`config.mk`:
```
export PLATFORM = sky130hd
export DESIGN_NAME = interp_pwl
export DESIGN_NICKNAME = d
export VERILOG_FILES = /design/src/rtl/interp_pkg.sv /design/src/rtl/pwl_div.sv /design/src/rtl/interp_pwl.sv
export SDC_FILE = /design/constraint.sdc
export NUM_CORES = 2
export LEC_CHECK = 0
export CORE_AREA = 3 3 330 332
export DETAILED_ROUTE_END_ITERATION = 10
export DIE_AREA = 0 0 333 335
export GPL_ROUTABILITY_DRIVEN = 0
export MAX_ROUTING_LAYER = met4
export PLACE_DENSITY = 0.66
export SETUP_SLACK_MARGIN = 0.05
export SLEW_MARGIN = 30
export SYNTH_ARGS = -nofsm -noshare
export SYNTH_HDL_FRONTEND = slang
export SYNTH_SLANG_ARGS = --single-unit
export TNS_END_PERCENT = 10
```
`constraint.sdc`:
```
create_clock -name clock -period 22 [get_ports clock]
set_input_delay 2.2 -clock clock [delete_from_list [all_inputs] [get_ports clock]]
set_output_delay 2.2 -clock clock [all_outputs]
set_load 0.02 [all_outputs]
```
`src/rtl/interp_pkg.sv`:
```
// Shared types and helpers for the piecewise-linear interpolator:
// FSM state encoding, default Q formats and the output saturation function.
package interp_pkg;

  localparam int DEF_N  = 16;
  localparam int DEF_QN = 10;
  localparam int DEF_M  = 16;
  localparam int DEF_QM = 10;

  // Width of the intermediate sum y[k]+q before saturation.
  localparam int SW = 64;

  typedef enum logic [2:0] {
    S_IDLE,
    S_SEARCH,
    S_FETCH,
    S_MUL,
    S_DIV,
    S_DONE
  } state_t;

  function automatic logic signed [SW-1:0] sat(input logic signed [SW-1:0] v, input int w);
    logic signed [SW-1:0] one;
    logic signed [SW-1:0] hi;
    logic signed [SW-1:0] lo;
    one = 1;
    hi  = (one <<< (w - 1)) - one;
    lo  = -(one <<< (w - 1));
    if (v > hi) return hi;
    if (v < lo) return lo;
    return v;
  endfunction

endpackage

```
`src/rtl/pwl_div.sv`:
```
// Sequential signed restoring divider: one quotient bit per cycle for DW cycles,
// operating on magnitudes and fixing the sign at the end (truncates toward zero).
module pwl_div #(
  parameter int DW = 34,
  parameter int VW = 17
) (
  input  logic                 clock,
  input  logic                 reset,
  input  logic                 start,
  input  logic signed [DW-1:0] dividend,
  input  logic signed [VW-1:0] divisor,
  output logic signed [DW-1:0] quotient,
  output logic                 done
);

  localparam int CW = $clog2(DW + 1);

  logic [DW-1:0] rem;
  logic [DW-1:0] quo;
  logic [VW-1:0] dvs;
  logic          neg;
  logic          busy;
  logic [CW-1:0] cnt;

  logic [DW-1:0] mag_a;
  logic [VW-1:0] mag_b;
  logic [DW:0]   rem_sh;
  logic [DW-1:0] sub;
  logic          ge;

  assign mag_a  = dividend[DW-1] ? DW'(~dividend + DW'(1)) : dividend;
  assign mag_b  = divisor[VW-1] ? VW'(~divisor + VW'(1)) : divisor;
  assign rem_sh = {rem, quo[DW-1]};
  assign ge     = rem_sh >= (DW + 1)'(dvs);
  // The remainder stays below the divisor, so the low DW bits hold the exact difference.
  assign sub    = rem_sh[DW-1:0] - DW'(dvs);

  // done marks the final iteration; the quotient is complete after that edge.
  assign done     = busy && (cnt == CW'(1));
  assign quotient = neg ? $signed(~quo + DW'(1)) : $signed(quo);

  always_ff @(posedge clock) begin
    if (reset) begin
      rem  <= '0;
      quo  <= '0;
      dvs  <= '0;
      neg  <= 1'b0;
      busy <= 1'b0;
      cnt  <= '0;
    end else if (start) begin
      rem  <= '0;
      quo  <= mag_a;
      dvs  <= mag_b;
      neg  <= dividend[DW-1] ^ divisor[VW-1];
      busy <= 1'b1;
      cnt  <= CW'(DW);
    end else if (busy) begin
      rem  <= ge ? sub : rem_sh[DW-1:0];
      quo  <= {quo[DW-2:0], ge};
      cnt  <= cnt - CW'(1);
      busy <= (cnt != CW'(1));
    end
  end

endmodule

```
`src/rtl/interp_pwl.sv`:
```
// Piecewise-linear interpolator over a runtime-writable breakpoint LUT:
// binary search for the segment, exact interpolation via a sequential divider.
//
//  state    | meaning
//  S_IDLE   | ready; accepts LUT writes or a start
//  S_SEARCH | binary search, one index bit per cycle (AW cycles)
//  S_FETCH  | register dx, dy, t and range flags; pick clamp value
//  S_MUL    | form p = dy*t and launch the divider
//  S_DIV    | divider iterations (M+N+2 cycles)
//  S_DONE   | update y_out / out_of_range, pulse valid_out
module interp_pwl
  import interp_pkg::*;
#(
  parameter int    LUT_DEPTH = 16,
  parameter int    AW        = $clog2(LUT_DEPTH),
  parameter int    N         = DEF_N,
  parameter int    QN        = DEF_QN,
  parameter int    M         = DEF_M,
  parameter int    QM        = DEF_QM,
  parameter string LUT_INIT  = ""
) (
  input  logic                clock,
  input  logic                reset,
  input  logic                start,
  input  logic signed [N-1:0] x_in,
  input  logic                clamp,
  output logic                ready,
  output logic                valid_out,
  output logic signed [M-1:0] y_out,
  output logic                out_of_range,
  input  logic                lut_we,
  input  logic [AW-1:0]       lut_addr,
  input  logic signed [N-1:0] lut_x,
  input  logic signed [M-1:0] lut_y
);

  localparam int PW = M + N + 2;

  if (LUT_DEPTH < 4 || (LUT_DEPTH & (LUT_DEPTH - 1)) != 0 || QN > N || QM > M) begin : g_bad_cfg
    $error("interp_pwl: unsupported LUT_DEPTH or Q format");
  end

  logic [N+M-1:0] lut_mem [LUT_DEPTH];

  state_t state, state_nx;

  logic signed [N-1:0]  xb;
  logic                 clamp_r;
  logic [AW-1:0]        k;
  logic [AW-1:0]        mask;
  logic signed [N:0]    dx;
  logic signed [N:0]    t;
  logic signed [M:0]    dy;
  logic signed [M-1:0]  yk;
  logic                 below;
  logic                 above;
  logic                 use_q;

  logic [AW-1:0]        cand;
  logic [AW-1:0]        kp1;
  logic signed [N-1:0]  x_cand, x_k, x_k1, x_0, x_last;
  logic signed [M-1:0]  y_k, y_k1, y_0, y_last;
  logic signed [N:0]    dx_w;
  logic                 below_w, above_w, clamp_hit, accept;
  logic signed [PW-1:0] p_w;
  logic signed [PW-1:0] quotient;
  logic signed [PW-1:0] q_eff;
  logic                 div_done;

  // Power-up contents; the array is deliberately outside reset.
  initial begin
    for (int i = 0; i < LUT_DEPTH; i++) lut_mem[i] = '0;
  end

  always @(posedge clock) begin
    if (lut_we && state == S_IDLE) lut_mem[lut_addr] <= {lut_x, lut_y};
  end

  assign cand   = k | mask;
  assign kp1    = k + AW'(1);
  assign x_cand = lut_mem[cand][N+M-1:M];
  assign x_k    = lut_mem[k][N+M-1:M];
  assign x_k1   = lut_mem[kp1][N+M-1:M];
  assign x_0    = lut_mem[0][N+M-1:M];
  assign x_last = lut_mem[LUT_DEPTH-1][N+M-1:M];
  assign y_k    = lut_mem[k][M-1:0];
  assign y_k1   = lut_mem[kp1][M-1:0];
  assign y_0    = lut_mem[0][M-1:0];
  assign y_last = lut_mem[LUT_DEPTH-1][M-1:0];

  assign ready     = (state == S_IDLE);
  assign accept    = start && !lut_we && ready;
  assign dx_w      = $signed({x_k1[N-1], x_k1}) - $signed({x_k[N-1], x_k});
  assign below_w   = xb < x_0;
  assign above_w   = xb > x_last;
  assign clamp_hit = clamp_r && (below_w || above_w);
  assign p_w       = PW'(dy) * PW'(t);
  assign q_eff     = use_q ? quotient : '0;

  // The divider's operand register is where p lives once MUL completes.
  pwl_div #(
    .DW(PW),
    .VW(N + 1)
  ) u_div (
    .clock    (clock),
    .reset    (reset),
    .start    (state == S_MUL),
    .dividend (p_w),
    .divisor  (dx),
    .quotient (quotient),
    .done     (div_done)
  );

  always_ff @(posedge clock) begin
    if (reset) state <= S_IDLE;
    else       state <= state_nx;
  end

  always_comb begin
    state_nx = state;
    case (state)
      S_IDLE:   if (accept) state_nx = S_SEARCH;
      S_SEARCH: if (mask[0]) state_nx = S_FETCH;
      S_FETCH:  state_nx = clamp_hit ? S_DONE : S_MUL;
      S_MUL:    state_nx = S_DIV;
      S_DIV:    if (div_done) state_nx = S_DONE;
      S_DONE:   state_nx = S_IDLE;
      default:  state_nx = S_IDLE;
    endcase
  end

  always_ff @(posedge clock) begin
    if (reset) begin
      xb           <= '0;
      clamp_r      <= 1'b0;
      k            <= '0;
      mask         <= '0;
      dx           <= '0;
      dy           <= '0;
      t            <= '0;
      yk           <= '0;
      below        <= 1'b0;
      above        <= 1'b0;
      use_q        <= 1'b0;
      y_out        <= '0;
      out_of_range <= 1'b0;
      valid_out    <= 1'b0;
    end else begin
      valid_out <= 1'b0;
      case (state)
        S_IDLE: begin
          if (accept) begin
            xb      <= x_in;
            clamp_r <= clamp;
            k       <= '0;
            mask    <= {1'b1, {(AW-1){1'b0}}};
          end
        end
        S_SEARCH: begin
          // Index LUT_DEPTH-1 can never start a segment.
          if (cand <= AW'(LUT_DEPTH - 2) && x_cand <= xb) k <= cand;
          mask <= mask >> 1;
        end
        S_FETCH: begin
          dx    <= dx_w;
          dy    <= $signed({y_k1[M-1], y_k1}) - $signed({y_k[M-1], y_k});
          t     <= $signed({xb[N-1], xb}) - $signed({x_k[N-1], x_k});
          below <= below_w;
          above <= above_w;
          yk    <= clamp_hit ? (below_w ? y_0 : y_last) : y_k;
          use_q <= !clamp_hit && !dx_w[N] && (dx_w != '0);
        end
        S_DONE: begin
          y_out        <= M'(sat(SW'(yk) + SW'(q_eff), M));
          out_of_range <= below || above;
          valid_out    <= 1'b1;
        end
        default: ;
      endcase
    end
  end

endmodule

```
=== Word level (Yosys, flattened, before mapping) ===
Memories as Yosys holds them, arrays and structs flattened. A register that Yosys moved wholly into a read port is not among the register bits.
Cells that the tools add are included.
Widths: inputs -> output; s select.

* Add/sub/neg operators: 10
* Multiply operators: 1
* $lt $le $gt $ge: 7
* Equal/unequal tests: 11
* Muxes and demuxes: 39
* Bitwise operators: 5
* Reduce and logical (&&, ||, !) cells: 22

{| class="wikitable"
|+ Operators with widths
! cell !! number
|-
| $mux 34 || 6
|-
| $mux 16 || 6
|-
| $not 34->34 || 2
|-
| $sub 16x16->17 || 3
|-
| $add 16x34->35 || 1
|-
| $ge 35x17->1 || 1
|-
| $gt 35x16->1 const B || 1
|-
| $lt 35x16->1 const B || 1
|-
| $add 34x1->34 const B || 1
|-
| $add 34x2->34 const B || 1
|-
| $mul 17x17->34 || 1
|-
| $sub 34x17->34 || 1
|-
| $mux 4 || 5
|-
| $add 17x2->17 const B || 1
|-
| $mux 17 || 1
|-
| $not 17->17 || 1
|-
| $reduce_bool 17->1 || 1
|-
| $gt 16x16->1 || 1
|-
| $le 16x16->1 || 1
|-
| $lt 16x16->1 || 1
|-
| $pmux 4 s2 || 2
|-
| $pmux 3 s5 || 1
|-
| $mux 1 || 12
|-
| $mux 3 || 4
|-
| 21 further kinds || 39
|}

* Flip-flop bits (word level): 209
* Bits in writable memories: 512
* Input bits: 57
* Output and inout bits: 19
* Word-level logic and storage cells: 118
* Memories: 1

{| class="wikitable"
|+ Memories
! name !! depth !! bits a word !! rd ports !! clocked after Yosys merged registers in !! write ports !! RTL line !! text
|-
| lut_mem || 16 || 32 || 5 || 1 || 1 || interp_pwl.sv:43 || <nowiki>logic [N+M-1:0] lut_mem [LUT_DEPTH];</nowiki>
|}

=== Logic depth before layout (Yosys ltp) ===
* Depth in word-level cells: 14
* Gate-level depth with buffers: 29
* Depth with buffers taken out: 25

=== Cells and area by module ===
A second synthesis with hierarchy kept.

* Cells, all modules: 4478
* Area, all modules: 52756.8 um^2

{| class="wikitable"
|+ By module, submodules not included
! module !! instances !! cells an instance !! area an instance (um^2) !! sequential area each (um^2)
|-
| interp_pwl || 1 || 3613 || 45791.4 || 17777.0
|-
| pwl_div || 1 || 865 || 6965.4 || 1861.8
|}

=== Worst setup path after synthesis ===
OpenSTA, ideal clock, no wires.

* Path type: flip-flop to flip-flop
* Start: register t[8]
* End: register u_div.quo[5]
* Library setup time: 86 ps
* Arrival time: 6978 ps
* Data required time: 21914 ps
* Path slack: 14936 ps
* Stages on the path, launching flop included: 27
* Path buffers: 4
* Period minus slack after synthesis: 7064 ps
* Cell sequence: dfxtp_1 -> clkbuf_1 -> clkbuf_1 -> nand2_1 -> fa_1 -> inv_1 -> fa_1 -> fa_1 -> fa_1 -> fa_1 -> inv_1 -> fa_1 -> inv_1 -> ha_1 -> clkbuf_1 -> a21o_1 -> nor4b_1 -> o32ai_1 -> a221o_1 -> o2111ai_1 -> a21oi_1 -> or3_1 -> clkbuf_1 -> o41ai_1 -> xnor2_1 -> nor2_1 -> a211oi_1

* Cells in the longest elaborated chain, start to end: 3

{| class="wikitable"
|+ Ends and longest elaborated chain
! item !! RTL line !! text
|-
| from (decl) || interp_pwl.sv:52 || <nowiki>logic signed [N:0] t;</nowiki>
|-
| from (signal assigned) || interp_pwl.sv:167 || <nowiki>t <= $signed({xb[N-1], xb}) - $signed({x_k[N-1], x_k});</nowiki>
|-
| $mul 17x17->34 || interp_pwl.sv:97 || <nowiki>assign p_w = PW'(dy) * PW'(t);</nowiki>
|-
| $mux 34 || pwl_div.sv:31 || <nowiki>assign mag_a = dividend[DW-1] ? DW'(~dividend + DW'(1)) : dividend;</nowiki>
|-
| $mux 34 || pwl_div.sv:50 || <nowiki>end else if (start) begin</nowiki>
|-
| to (signal assigned) || pwl_div.sv:52 || <nowiki>quo <= mag_a;</nowiki>
|-
| to (signal assigned) || pwl_div.sv:59 || <nowiki>quo <= {quo[DW-2:0], ge};</nowiki>
|-
| to (decl) || pwl_div.sv:19 || <nowiki>logic [DW-1:0] quo;</nowiki>
|}

Every way passes these cells.
A chain may end at the register's enable or synchronous reset.

=== Final worst setup path ===
* Start: register t[9]
* End: register u_div.quo[18]

* Cells in the longest elaborated chain, start to end: 5

{| class="wikitable"
|+ Ends and longest elaborated chain
! item !! RTL line
|-
| $mul 17x17->34 * || interp_pwl.sv:97
|-
| $not 34->34 || pwl_div.sv:31
|-
| $add 34x2->34 || pwl_div.sv:31
|-
| $mux 34 * || pwl_div.sv:31
|-
| $mux 34 * || pwl_div.sv:50
|}

Every way passes the cells marked *; elsewhere a longest branch is shown, timed or not.

==> out/results.ini <==
[run_status]
status=finished clean

[clock_tree]
insertion_delay_ns=0.68
post_cts_resized=0
cts_hold_buf=0
htreeDepth=3
tritoncts=built
clkSinkCount=725
numCtsBuffers=79
root_buffer=clkbuf_16
clk_pin_slew_ns=0.06
cts_buffer_depth=3
cts_post_setup_buffers_inserted=0

[die]
die_area_um2=112000
start_util_pct=49.7
coreArea_um2=107000
io_pins=76
die_w_um=333
fp-row-count=120
dieHeight_um=335

[setup_path]
crit_path_end_kind=flip-flop
cp-start-kind=flip-flop
crit_required_ns=22.58
crit_top_cell=fa_1
critical-path-max-stage-delay_ns=0.79
crit_type=reg2reg
crit_cells=22
r2r_cells=22
crit_slowest_cell=dfxtp_1
path_cells=nand2_1 -> fa_1 -> inv_1 -> fa_1 -> fa_1 -> fa_1 -> fa_1 -> inv_1 -> fa_1 -> inv_1 -> ha_1 -> a21o_1 -> nor4b_1 -> o32ai_1 -> a221o_1 -> o2111ai_1 -> and3_1 -> or3_1 -> o21ai_0 -> xnor2_1 -> nor2_1 -> a211oi_1
worstPathArrival_ns=8.52
reg2reg_slack_ns=14.06
cp_max_fo=22
crit_family=adder cells
critPathBufInv=3

[timing]
worst_clock_skew_ns=0.0686
worst_slew_pin_slew_ns=1.00
relSlewSlack_pct=32.4
hold_viol=0
report.final.slew_viol_count=0
layout_setup_ws_ns=14.06
fin_crit_sh_pct=36.1
rsz0062_at_grt=false
tns_ns=0
fmaxAchievable_mhz=126
finalSetupViolations=0
period_minus_slack_ns=7.94

[layout]
layout.cells.non_filler=6009
area_growth_pct=9.14
drive_above_1_share_pct=13.7
post-route-util_pct=54.2
nNetsFinal=5128
fillerInstances=8964

[yosys]
ys_ff_latch=725
yosys_warnings=0
netlist_area_um2=52900
avgSynthCellArea_um2=11.6
syn_nets=5171
synth_compound_area_share_pct=8.99
synth_xor_area_share_pct=3.28
synth_fa_ha_area_share_pct=17.0
synth.area.mux_share_pct=17.1
synth.distinct_cells=91
async_reset_ff_share_pct=0
synthCells=4576
synth_edf_count=512
yosysSeqAreaShare_pct=37.1
synth_top_family_by_area=multiplexers
yosys.area_share.simple_pct=11.6
synthFlopType=edfxtp_1

[place]
hpwl_mm=99.8
place_inst=5855
portBuffers=75
dpl_worst_slack_ns=14.12

[grt]
grt_max_degree=105
gr-usage-all-layers_pct=26.9
grt_overflow=0
grt_pass1_wl_mm=223
antenna_found_initial=11
grt_pass1_vias=37200

[hold_path]
hold_depth=2
hp-class=reg2reg

[route]
vias=36800
post_drt_wl_per_cell_um=24.0
antenna_left=0
drt_iter0_drc=3654
wirelength_mm=144
dr.pass1.iters=6
drc=0
detail_route.vias_per_cell=6.13

[pwr]
power_mw=2.96
power_density_nw_per_um2=51.3
ir_worst_vdd_v=0.0000548
p_leak_nw=22.0

[flow_run]
cap_violations=0

## final cells by class
class	count	area [um2]	area share, %
diodes	10	25.0	0.0433
clock buffers	99	2110	3.66
inverters	453	1700	2.94
clock inverters	45	487	0.842
flip-flops and latches	725	19700	34.0
multi-input cells	3147	30900	53.4
well taps	1403	1760	3.04
repair buffers	127	1180	2.04
## worst reg2reg max path: cells and delay by family, from the launching register on
kind / cells / cell delay (ns)
fa+ha+maj: 7 / 3.59
compound gates: 6 / 1.64
simple gates: 5 / 1.52
flops: 1 / 0.79
xor+xnor: 1 / 0.20
buf+inv: 3 / 0.17
## placed cells by master (no fill, tap or decap), types with 99 or more instances in the layout
master    synthesis  final
ha_1            237    236
xnor2_1         132    131
inv_1           452    452
a21oi_1         209    209
a211oi_1        107    107
o21ai_0          99     99
fa_1            301    301
mux4_2          384    384
edfxtp_1        512    512
and2_1          194    194
nor2_1          264    247
dfxtp_1         213    205
nand2_1         451    451
## power breakdown
part           total (mW)  internal (mW)  switching [mW]
clock network        1.32          0.750           0.574
logic               0.155         0.0572          0.0979
registers            1.48           1.47          0.0105
## state kept, by name, indices dropped and copies added (netlist names), 3 cells and up, named ones only
signal     count
u_div.rem     34
xb            16
dy            17
u_div.cnt      6
y_out         16
mask           4
u_div.quo     34
lut_mem      512
state          3
yk            16
dx            17
t             17
u_div.dvs     17
k              4
## worst paths after layout
kind	from	to
max	t[9]	u_div.quo[18]
min	y_out[15]	y_out[15]
max reg2reg	t[9]	u_div.quo[18]
min reg2reg	y_out[15]	y_out[15]
## per-layer routing
metal  vias to the layer above  track usage [%]  wire length [um]
met5                         -                -                 0
met4                         0             8.50              4900
met3                       241             4.96             12200
met2                      1510             43.6             70300
met1                     18600             34.5             57000
li1                      16500                -                 -
## metrics by stage
| step | hold WS [ns] | instance area (um2) |
|---|---|---|
| 2_1_floorplan | 0.432 | 52900 |
| 3_3_place_gp | 0.446 | 55100 |
| 3_5_place_dp | 0.450 | 55100 |
| 4_1_cts | 0.459 | 57700 |
| 5_1_grt | 0.491 | 57800 |
| 6_report | 0.457 | 57800 |
## synth_stat cells (all sizes together) (13+ instances only)
library cell | n | area share [%]
o21a | 35 | 0.50
nand2b | 33 | 0.39
o22ai | 17 | 0.20
nand4 | 29 | 0.34
a211o | 26 | 0.43
xnor2 | 132 | 2.2
a21o | 43 | 0.61
inv | 453 | 3.2
o31ai | 23 | 0.34
a31oi | 34 | 0.40
nor2 | 264 | 1.9
or3 | 27 | 0.32
nor4 | 18 | 0.21
dfxtp | 213 | 8.1
and2 | 195 | 2.3
and3 | 20 | 0.24
a211oi | 109 | 1.6
nand3b | 23 | 0.33
buf | 44 | 0.33
edfxtp | 512 | 29
ha | 237 | 5.6
a21oi | 210 | 2.0
or2 | 13 | 0.15
or4 | 15 | 0.21
mux2i | 37 | 0.70
clkbuf | 207 | 1.5
nor3 | 72 | 0.69
nand2 | 451 | 3.2
nand3 | 38 | 0.36
xor2 | 66 | 1.1
fa | 301 | 11
o21ai | 119 | 1.1
nor2b | 48 | 0.57
mux4 | 384 | 16
## logic make-up (layout without fill, tap and decap cells)
| logic type | count (synthesis) | count (layout) |
|---|---|---|
| muxes | 422 | 422 |
| AOI/OAI and AO/OA | 721 | 721 |
| and+or+nand+nor | 1268 | 1268 |
| adders and majority gates | 538 | 538 |
| xor gates and xnor gates | 198 | 198 |
| buffers and inverters | 704 | 724 |
| other | 0 | 10 |
| DFF | 725 | 725 |
Note: power is estimated with default switching activity, not from simulation.
